--- src/rtl/inst_fetch_pkg.sv ---
// ---------------------------------------------------------------------
// inst_fetch_pkg : shared constants, fetch state enum and helpers
// Rev 1.0
// ---------------------------------------------------------------------
`default_nettype none

package inst_fetch_pkg;

    localparam logic [31:0] C_NOP      = 32'h0000_0013;
    localparam logic [31:0] C_RESET_PC = 32'h0000_0000;

    typedef enum logic [1:0] {
        ST_FETCH = 2'd0,
        ST_DROP  = 2'd1,
        ST_HOLD  = 2'd2
    } fetch_state_e;

    function automatic logic [31:0] align_word(input logic [31:0] a);
        return a & 32'hFFFF_FFFC;
    endfunction

endpackage

`default_nettype wire

--- src/rtl/inst_fetch_if.sv ---
// ---------------------------------------------------------------------
// inst_fetch_if : instruction-memory request/response bus
// Rev 1.0
// ---------------------------------------------------------------------
`default_nettype none

interface inst_fetch_if;
    logic        imem_req;
    logic [31:0] imem_addr;
    logic        imem_ready;
    logic [31:0] imem_rdata;

    modport master (
        output imem_req,
        output imem_addr,
        input  imem_ready,
        input  imem_rdata
    );

    modport slave (
        input  imem_req,
        input  imem_addr,
        output imem_ready,
        output imem_rdata
    );
endinterface

`default_nettype wire

--- src/rtl/inst_fetch_skid_buf.sv ---
// ---------------------------------------------------------------------
// fetch_skid_buf : one-entry pc/inst holding slot (load/flush/pop)
// Rev 1.0
// ---------------------------------------------------------------------
`default_nettype none

module fetch_skid_buf
    import inst_fetch_pkg::*;
(
    input  wire logic        clk,
    input  wire logic        rst_n,
    input  wire logic        i_load,
    input  wire logic        i_flush,
    input  wire logic        i_pop,
    input  wire logic [31:0] i_pc,
    input  wire logic [31:0] i_inst,
    output logic             o_full,
    output logic [31:0]      o_pc,
    output logic [31:0]      o_inst
);

    logic        r_full;
    logic [31:0] r_pc;
    logic [31:0] r_inst;

    // Flush beats load so a redirect always wins over a stalled capture.
    always_ff @(posedge clk) begin
        if (!rst_n) begin
            r_full <= 1'b0;
            r_pc   <= 32'h0;
            r_inst <= C_NOP;
        end else if (i_flush) begin
            r_full <= 1'b0;
        end else if (i_load) begin
            r_full <= 1'b1;
            r_pc   <= i_pc;
            r_inst <= i_inst;
        end else if (i_pop) begin
            r_full <= 1'b0;
        end
    end

    assign o_full = r_full;
    assign o_pc   = r_pc;
    assign o_inst = r_inst;

endmodule

`default_nettype wire

--- src/rtl/inst_fetch.sv ---
// ---------------------------------------------------------------------
// inst_fetch : IF stage with redirect/drop handling and IF/ID register
// Optional macro FETCH_PERF_CNT_EN adds fetch/stall performance counters.
// Rev 1.0
// ---------------------------------------------------------------------
`default_nettype none

module inst_fetch
    import inst_fetch_pkg::*;
#(
    parameter logic [31:0] RESET_PC = C_RESET_PC
)(
    input  wire logic        clk,
    input  wire logic        rst_n,
    inst_fetch_if.master     imem,
    input  wire logic        stall_flag,
    input  wire logic        br_taken,
    input  wire logic [31:0] br_target,
    input  wire logic        trap_en,
    input  wire logic [31:0] trap_vec,
    output logic [31:0]      pc_out,
    output logic [31:0]      inst_out,
    output logic             inst_valid
`ifdef FETCH_PERF_CNT_EN
    ,
    output logic [31:0]      perf_fetch_cnt,
    output logic [31:0]      perf_stall_cnt
`endif
);

    fetch_state_e r_state, w_state_nxt;
    logic [31:0]  r_pc, w_pc_nxt;
    logic [31:0]  r_redir, w_redir_nxt;
    logic [31:0]  r_pc_out, w_pc_out_nxt;
    logic [31:0]  r_inst_out, w_inst_out_nxt;
    logic         r_inst_valid, w_inst_valid_nxt;

    logic         w_redirect;
    logic [31:0]  w_target;
    logic         w_skid_load, w_skid_flush, w_skid_pop, w_ifid_fire;
    logic         w_skid_full;
    logic [31:0]  w_skid_pc, w_skid_inst;

    assign w_redirect = trap_en | br_taken;
    assign w_target   = align_word(trap_en ? trap_vec : br_target);

    assign imem.imem_req  = rst_n & (r_state != ST_HOLD);
    assign imem.imem_addr = r_pc;

    always_ff @(posedge clk) begin
        if (!rst_n) begin
            r_state      <= ST_FETCH;
            r_pc         <= RESET_PC;
            r_redir      <= RESET_PC;
            r_pc_out     <= RESET_PC;
            r_inst_out   <= C_NOP;
            r_inst_valid <= 1'b0;
        end else begin
            r_state      <= w_state_nxt;
            r_pc         <= w_pc_nxt;
            r_redir      <= w_redir_nxt;
            r_pc_out     <= w_pc_out_nxt;
            r_inst_out   <= w_inst_out_nxt;
            r_inst_valid <= w_inst_valid_nxt;
        end
    end

    // The pending request keeps r_pc as its address; a redirect that
    // cannot complete yet parks its target in r_redir until the memory
    // returns the stale word.
    always_comb begin
        w_state_nxt = r_state;
        w_pc_nxt    = r_pc;
        w_redir_nxt = r_redir;
        case (r_state)
            ST_FETCH: begin
                if (imem.imem_ready) begin
                    if (w_redirect) begin
                        w_pc_nxt = w_target;
                    end else begin
                        w_pc_nxt = r_pc + 32'd4;
                        if (stall_flag) w_state_nxt = ST_HOLD;
                    end
                end else if (w_redirect) begin
                    w_redir_nxt = w_target;
                    w_state_nxt = ST_DROP;
                end
            end
            ST_DROP: begin
                if (imem.imem_ready) begin
                    w_pc_nxt    = w_redirect ? w_target : r_redir;
                    w_state_nxt = ST_FETCH;
                end else if (w_redirect) begin
                    w_redir_nxt = w_target;
                end
            end
            ST_HOLD: begin
                if (w_redirect) begin
                    w_pc_nxt    = w_target;
                    w_state_nxt = ST_FETCH;
                end else if (!stall_flag) begin
                    w_state_nxt = ST_FETCH;
                end
            end
            default: w_state_nxt = ST_FETCH;
        endcase
    end

    always_comb begin
        w_skid_load      = (r_state == ST_FETCH) & imem.imem_ready & stall_flag & ~w_redirect;
        w_skid_flush     = w_redirect;
        w_skid_pop       = (r_state == ST_HOLD) & ~stall_flag & ~w_redirect;
        w_ifid_fire      = 1'b0;
        w_pc_out_nxt     = r_pc_out;
        w_inst_out_nxt   = r_inst_out;
        w_inst_valid_nxt = r_inst_valid;
        if (w_redirect) begin
            w_inst_out_nxt   = C_NOP;
            w_inst_valid_nxt = 1'b0;
        end else if (!stall_flag) begin
            if ((r_state == ST_FETCH) && imem.imem_ready) begin
                w_pc_out_nxt     = r_pc;
                w_inst_out_nxt   = imem.imem_rdata;
                w_inst_valid_nxt = 1'b1;
                w_ifid_fire      = 1'b1;
            end else if (r_state == ST_HOLD) begin
                w_pc_out_nxt     = w_skid_pc;
                w_inst_out_nxt   = w_skid_inst;
                w_inst_valid_nxt = w_skid_full;
                w_ifid_fire      = w_skid_full;
            end else begin
                w_inst_out_nxt   = C_NOP;
                w_inst_valid_nxt = 1'b0;
            end
        end
    end

    fetch_skid_buf u_skid (
        .clk     (clk),
        .rst_n   (rst_n),
        .i_load  (w_skid_load),
        .i_flush (w_skid_flush),
        .i_pop   (w_skid_pop),
        .i_pc    (r_pc),
        .i_inst  (imem.imem_rdata),
        .o_full  (w_skid_full),
        .o_pc    (w_skid_pc),
        .o_inst  (w_skid_inst)
    );

    assign pc_out     = r_pc_out;
    assign inst_out   = r_inst_out;
    assign inst_valid = r_inst_valid;

`ifdef FETCH_PERF_CNT_EN
    logic [31:0] r_perf_fetch;
    logic [31:0] r_perf_stall;

    always_ff @(posedge clk) begin
        if (!rst_n) begin
            r_perf_fetch <= 32'h0;
            r_perf_stall <= 32'h0;
        end else begin
            if (w_ifid_fire) r_perf_fetch <= r_perf_fetch + 32'd1;
            if (stall_flag)  r_perf_stall <= r_perf_stall + 32'd1;
        end
    end

    assign perf_fetch_cnt = r_perf_fetch;
    assign perf_stall_cnt = r_perf_stall;
`else
    logic w_unused_fire;
    assign w_unused_fire = w_ifid_fire;
`endif

endmodule

`default_nettype wire

--- src/flat_wrapper.sv ---
// flat-port wrapper written by rule: the top's interface ports become plain ports
module inst_fetch_flat import inst_fetch_pkg::*;
#(
    parameter logic [31:0] RESET_PC = C_RESET_PC
)
  (clk, rst_n, stall_flag, br_taken, br_target, trap_en, trap_vec, pc_out, inst_out, inst_valid, imem_imem_req, imem_imem_addr, imem_imem_ready, imem_imem_rdata);
  inst_fetch_if imem_i ();
  input  wire logic clk;
  input  wire logic rst_n;
  input  wire logic stall_flag;
  input  wire logic br_taken;
  input  wire logic [31:0] br_target;
  input  wire logic trap_en;
  input  wire logic [31:0] trap_vec;
  output logic [31:0] pc_out;
  output logic [31:0] inst_out;
  output logic inst_valid;
  output wire logic [$bits(imem_i.imem_req)-1:0] imem_imem_req;
  output wire logic [$bits(imem_i.imem_addr)-1:0] imem_imem_addr;
  input wire logic [$bits(imem_i.imem_ready)-1:0] imem_imem_ready;
  input wire logic [$bits(imem_i.imem_rdata)-1:0] imem_imem_rdata;
  assign imem_imem_req = imem_i.imem_req;
  assign imem_imem_addr = imem_i.imem_addr;
  assign imem_i.imem_ready = imem_imem_ready;
  assign imem_i.imem_rdata = imem_imem_rdata;
  inst_fetch #(.RESET_PC(RESET_PC)) u_core (.clk(clk), .rst_n(rst_n), .imem(imem_i), .stall_flag(stall_flag), .br_taken(br_taken), .br_target(br_target), .trap_en(trap_en), .trap_vec(trap_vec), .pc_out(pc_out), .inst_out(inst_out), .inst_valid(inst_valid));
endmodule
--- config.mk ---
export PLATFORM = sky130hd
export DESIGN_NAME = inst_fetch_flat
export DESIGN_NICKNAME = d
export VERILOG_FILES = /design/src/rtl/inst_fetch_pkg.sv /design/src/rtl/inst_fetch_if.sv /design/src/rtl/inst_fetch_skid_buf.sv /design/src/rtl/inst_fetch.sv /design/src/flat_wrapper.sv
export SDC_FILE = /design/constraint.sdc
export NUM_CORES = 1
export LEC_CHECK = 0
export CORE_MARGIN = 5
export CORE_UTILIZATION = 52
export CTS_CLUSTER_DIAMETER = 200
export DETAILED_ROUTE_END_ITERATION = 8
export GPL_TIMING_DRIVEN = 1
export MAX_ROUTING_LAYER = met4
export PLACE_DENSITY = 0.81
export SETUP_SLACK_MARGIN = 0.15
export SYNTH_ARGS = -nofsm -noshare
export SYNTH_HDL_FRONTEND = slang
export SYNTH_SLANG_ARGS = --single-unit
--- constraint.sdc ---
create_clock -name clk -period 2.81 [get_ports clk]
set_input_delay 0.281 -clock clk [delete_from_list [all_inputs] [get_ports clk]]
set_output_delay 0.281 -clock clk [all_outputs]
set_load 0.02 [all_outputs]
## Yosys cells after proc, flatten, opt, wreduce, memory -nomap -nowiden

Cells that the tools add are included.

- Register bits after elaboration: 196
- Output and inout bits: 98

- Add/sub/neg operators: 1
- Equality and inequality tests: 10
- Multiplexer cells: 23
- Bitwise logic cells: 11
- Reduce and logical (&&, ||, !) cells: 12

Operators with widths:

| cell | count |
|---|---|
| 32-bit 2-to-1 mux | 10 |
| 32-bit case mux with 3 select lines | 1 |
| 32-bit by 3-bit adder with 32-bit output (second input constant) | 1 |
| 2-bit 2-to-1 mux | 7 |
| 3-bit by 2-bit != test with 1-bit output (second input constant) | 3 |
| 1-bit AND | 6 |
| 2-bit != test (second input constant) | 3 |
| 2-bit case mux with 3 select lines | 1 |
| 5-bit AND reduction | 1 |
| 1-bit 2-to-1 mux | 4 |
| 1-bit inverter | 4 |
| 2-bit AND reduction | 2 |
| 4-bit AND reduction | 1 |
| 2-bit nonzero test | 2 |
| 2-bit OR reduction | 2 |
| 3-bit != test (second input constant) | 1 |
| 3-bit AND reduction | 1 |
| 3-bit nonzero test | 1 |
| 2-bit by 1-bit equality test with 1-bit output (second input constant) | 1 |
| 2-bit equality test (second input constant) | 1 |
| 2-bit logical NOT | 1 |
| 2-bit by 1-bit != test with 1-bit output (second input constant) | 1 |
| 1-bit logical AND | 1 |
| 1-bit OR | 1 |

## Logic depth before layout (Yosys ltp)

- Depth in word-level cells: 5
- Depth in mapped cells: 10

## Hierarchy

A second synthesis with hierarchy kept.

- Cells, all modules: 1236
- Area, all modules: 9791.9 sq um

Modules (own cells, without submodules):

| module | instances | cells each | area each (sq um) |
|---|---|---|---|
| inst_fetch | 1 | 954 | 7124.3 |
| fetch_skid_buf | 1 | 282 | 2667.6 |

## Worst setup path after synthesis

Ideal clock, no wire load.

- Path kind: register to register
- Start: reg u_core.r_pc[2], in the netlist u_core.imem.imem_addr[2]
- End: reg u_core.r_pc[22], in the netlist u_core.imem.imem_addr[22]
- Setup time: 0.120 ns
- Arrival time: 2.047 ns
- Required time: 2.690 ns
- Path slack: 0.644 ns
- Cell stages (with the launch flop): 8
- Path buffers: 1
- Period minus slack after synthesis: 2.166 ns
- Cell sequence: dfxtp_1 ha_1 and4_1 buf_2 nand3_2 nor3_1 mux2_2 a211o_1

- Cells in the longest elaborated chain, start to end: 4

RTL lines:

| what | line | source |
|---|---|---|
| start: declaration | inst_fetch.sv:32 | `logic [31:0] r_pc, w_pc_nxt;` |
| start signal: assignment | inst_fetch.sv:60 | `r_pc <= w_pc_nxt;` |
| 32-bit by 3-bit adder with 32-bit output | inst_fetch.sv:81 | `w_pc_nxt = r_pc + 32'd4;` |
| 32-bit 2-to-1 mux | inst_fetch.sv:78 | `if (w_redirect) begin` |
| 32-bit 2-to-1 mux | inst_fetch.sv:77 | `if (imem.imem_ready) begin` |
| 32-bit case mux with 3 select lines | inst_fetch.sv:75 | `case (r_state)` |

No other way between the ends. The select of a mux whose other input is x is not followed.
A chain may end at the register's enable or synchronous reset.

## Worst setup path in the final report

- Start: reg u_core.r_state[0]
- End: out imem_imem_req

- Cells in the longest elaborated chain, start to end: 2

RTL lines:

| what | line | source |
|---|---|---|
| start: declaration | inst_fetch.sv:31 | `fetch_state_e r_state, w_state_nxt;` |
| start signal: assignment | inst_fetch.sv:59 | `r_state <= w_state_nxt;` |
| 2-bit != test | inst_fetch.sv:47 | `assign imem.imem_req = rst_n & (r_state != ST_HOLD);` |
| 1-bit AND | inst_fetch.sv:47 |  |
| end: declaration | flat_wrapper.sv:18 | `output wire logic [$bits(imem_i.imem_req)-1:0] imem_imem_req;` |

No other way between the ends.

==> results.py <==
metrics = {
    "setup_path": {
        "critPathLaunchType": "flop",
        "regToRegSetupSlack_ps": 420,
        "end_kind": "output port",
        "critical_path_arrival_ps": 2280,
        "cp_max_fo": 32,
        "required_ps": 2530,
        "path_class": "flop to output port",
    },
    "placement": {
        "io_buffers": 195,
        "gp_congestion": 0.948,
        "hpwl_mm": 21.2,
        "dp_slack_ps": 354,
        "place_area_sq_mm": 0.0119,
    },
    "power": {
        "seq_power_share": 0.434,
        "combPwrFrac": 0.253,
        "p_int_uw": 4890,
        "netSwitchingFraction": 0.332,
        "p_leak_uw": 0.00422,
        "cellPowerDensity_mw_per_mm2": 588,
        "switchingPower_uw": 2440,
        "power_frac_clock": 0.313,
        "peakVddDrop_v": 0.000516,
    },
    "grt": {
        "grt_usage": 0.287,
        "grt_max_degree": 73,
        "grt_pass1_vias": 9558,
        "antenna_found_initial": 0,
        "gr-total-overflow": 0,
        "grt_pass1_wl_mm": 49.9,
    },
    "timing": {
        "drv_slew": 0,
        "worstMarginPinSlew_ps": 852,
        "hold_violations": 0,
        "slew_headroom": 0.432,
        "fin_ws_ps": 247,
        "finalCriticalPeriod_ps": 2560,
        "layout_worst_path_cycle_share": 0.912,
        "fin_setup_tns_ps": 0,
        "rsz0062_at_grt": "no",
        "skew_ps": 14.4,
        "finalSetupViolCount": 0,
        "max_freq_ghz": 0.390,
    },
    "drt": {
        "wl_met2_mm": 14.7,
        "top_layer": "met4",
        "via_count": 10200,
        "wl_mm": 31.0,
        "route.met3.wl_mm": 2.59,
        "drc": 0,
        "via_per_inst": 6.14,
        "postRouteAntennaNets": 0,
        "drt_pass1_iterations": 7,
        "post_drt_wl_per_cell_um": 18.6,
        "drt_iter0_drc": 971,
        "wl_met1_mm": 12.4,
    },
    "synth": {
        "async_flop_share": 0,
        "synth_cell_types": 72,
        "synth-edff-count": 0,
        "synth_flop_cell": "dfxtp_1",
        "ys_ff_latch": 196,
        "seq_area_frac_synth": 0.402,
        "avgSynthCellArea_sq_um": 7.69,
        "ys_warn_count": 0,
        "syn_inst": 1269,
        "syn-cell-area_sq_mm": 0.00975,
        "syn_nets": 1376,
    },
    "cells_and_area": {
        "layout_common_cells": "276 x nand2_1, 196 x dfxtp_1, 193 x clkdlybuf4s50_1",
        "fill_cells": 1629,
        "diodes": 0,
        "drive_gt1_frac": 0.0921,
        "nNetsFinal": 1527,
        "fin_area_sq_mm": 0.0125,
        "fin_util": 0.671,
        "syn2layout_area_growth_pct": 27.8,
        "layout_commonest_cell": "nand2_1",
    },
    "die": {
        "die-height_um": 147,
        "die_w_um": 147,
        "num_rows": 50,
        "core_sq_mm": 0.0186,
        "initial_core_util": 0.525,
        "io_pins": 200,
        "die_area_sq_mm": 0.0216,
    },
    "clock_tree": {
        "clock_tree.root_cell": "clkbuf_16",
        "clk_pin_slew_ps": 70,
        "clockBufferDepth": 2,
        "cts_tree": "yes",
        "cts_hold_buffers": 0,
        "insertion_delay_ps": 440,
        "numClockSinks": 196,
        "numCtsBuffers": 17,
        "h-tree-depth": 4,
    },
    "run_status": {
        "status": "complete, no violations",
    },
    "hold_path": {
        "min_path_type": "primary input to flop",
    },
    "run": {
        "drv_cap": 0,
    },
}
## synthesized netlist by cell type, drive strengths merged (5+ instances only)
master / number / area, sq um
a211oi: 21 / 170
a32oi: 5 / 43.8
xnor2: 5 / 43.8
or3: 6 / 37.5
nand3: 50 / 255
a22oi: 6 / 45.0
and4: 6 / 55.1
a21oi: 158 / 791
clkbuf: 62 / 234
a31oi: 6 / 37.5
nor3: 19 / 95.1
nor2: 126 / 475
o211ai: 19 / 143
ha: 5 / 62.6
buf: 49 / 258
a32o: 9 / 90.1
mux2i: 20 / 200
nand2: 277 / 1040
and3: 7 / 43.8
nand4: 10 / 68.8
dfxtp: 196 / 3920
xor2: 5 / 43.8
a221oi: 13 / 114
mux2: 10 / 113
o31ai: 5 / 37.5
o22ai: 7 / 43.8
inv: 17 / 63.8
a311oi: 33 / 420
o21ai: 47 / 235
## per-layer routing
metal  vias to the layer above  global-route usage
met2                       499               0.448
met3                       110              0.0537
met5                         -                   -
li1                       4813                   -
met1                      4819               0.365
met4                         0               0.125
## cells by family (layout without fill, tap and decap cells)
| kind of cell | Yosys count | in the layout | share of synthesized area |
|---|---|---|---|
| AND/OR/NAND/NOR | 530 | 530 | 0.234 |
| adder cells (fa/ha/maj) | 5 | 5 | 0.00641 |
| AO/OA/AOI/OAI | 369 | 369 | 0.259 |
| flip-flops | 196 | 196 | 0.402 |
| multiplexers | 30 | 30 | 0.0321 |
| buffers and inverters | 129 | 293 | 0.0573 |
| XOR/XNOR | 10 | 10 | 0.00898 |
## layout make-up
| class | count | area, sq um | area share |
|---|---|---|---|
| clock inverter | 13 | 98.8 | 0.00793 |
| sequential | 196 | 3920 | 0.315 |
| inverter | 18 | 70.1 | 0.00562 |
| clock buffer | 19 | 443 | 0.0355 |
| timing repair buffer | 243 | 2360 | 0.189 |
| tap | 234 | 293 | 0.0235 |
| multi-input combinational | 944 | 5280 | 0.424 |
## flip-flops by register name, summed over array words and instances (netlist names)
name	flops
u_core.r_redir	32
u_core.u_skid.o_pc	32
u_core.pc_out	32
u_core.inst_valid	1
u_core.r_state	2
u_core.u_skid.o_inst	32
u_core.imem.imem_addr	32
u_core.u_skid.o_full	1
u_core.inst_out	32
## final timing paths
kind | from | endpoint | cells past startpoint
min reg2reg | u_core.u_skid.o_pc[26] | u_core.u_skid.o_pc[26] | 2
max reg2reg | u_core.r_state[0] | u_core.imem.imem_addr[31] | 8
min | imem_imem_rdata[24] | u_core.u_skid.o_inst[24] | 3
max | u_core.r_state[0] | imem_imem_req | 5
## power by group through the flow
stage	sequential [uW]	combinational, uW	clock, uW
2_1_floorplan	3280	986	0
3_3_place_gp	3230	1790	0
3_5_place_dp	3230	1820	0
4_1_cts	3170	1830	2310
5_1_grt	3200	2000	2430
6_report	3180	1850	2290
## critical path: stages (launching register included)
cell and delay, ps:
dfxtp_1 340, inv_1 130, ha_2 390, buf_6 320, nor2_1 100, clkdlybuf4s50_1 560
## metrics by stage
| stage | hold slack (ps) | std cells | power (uW) |
|---|---|---|---|
| 6_report | 425 | 1667 | 7330 |
| 5_1_grt | 432 | 1667 | 7630 |
| 4_1_cts | 416 | 1667 | 7310 |
| 3_5_place_dp | 447 | 1635 | 5050 |
| 3_3_place_gp | 441 | 1635 | 5020 |
| 2_1_floorplan | 405 | 1269 | 4260 |
## repair_timing
item                       4_1_cts  5_1_grt
buffers inserted                 0        0
resized for setup                0        1
setup endpoints to repair        0        1
Power figures use the tool's default switching activity.
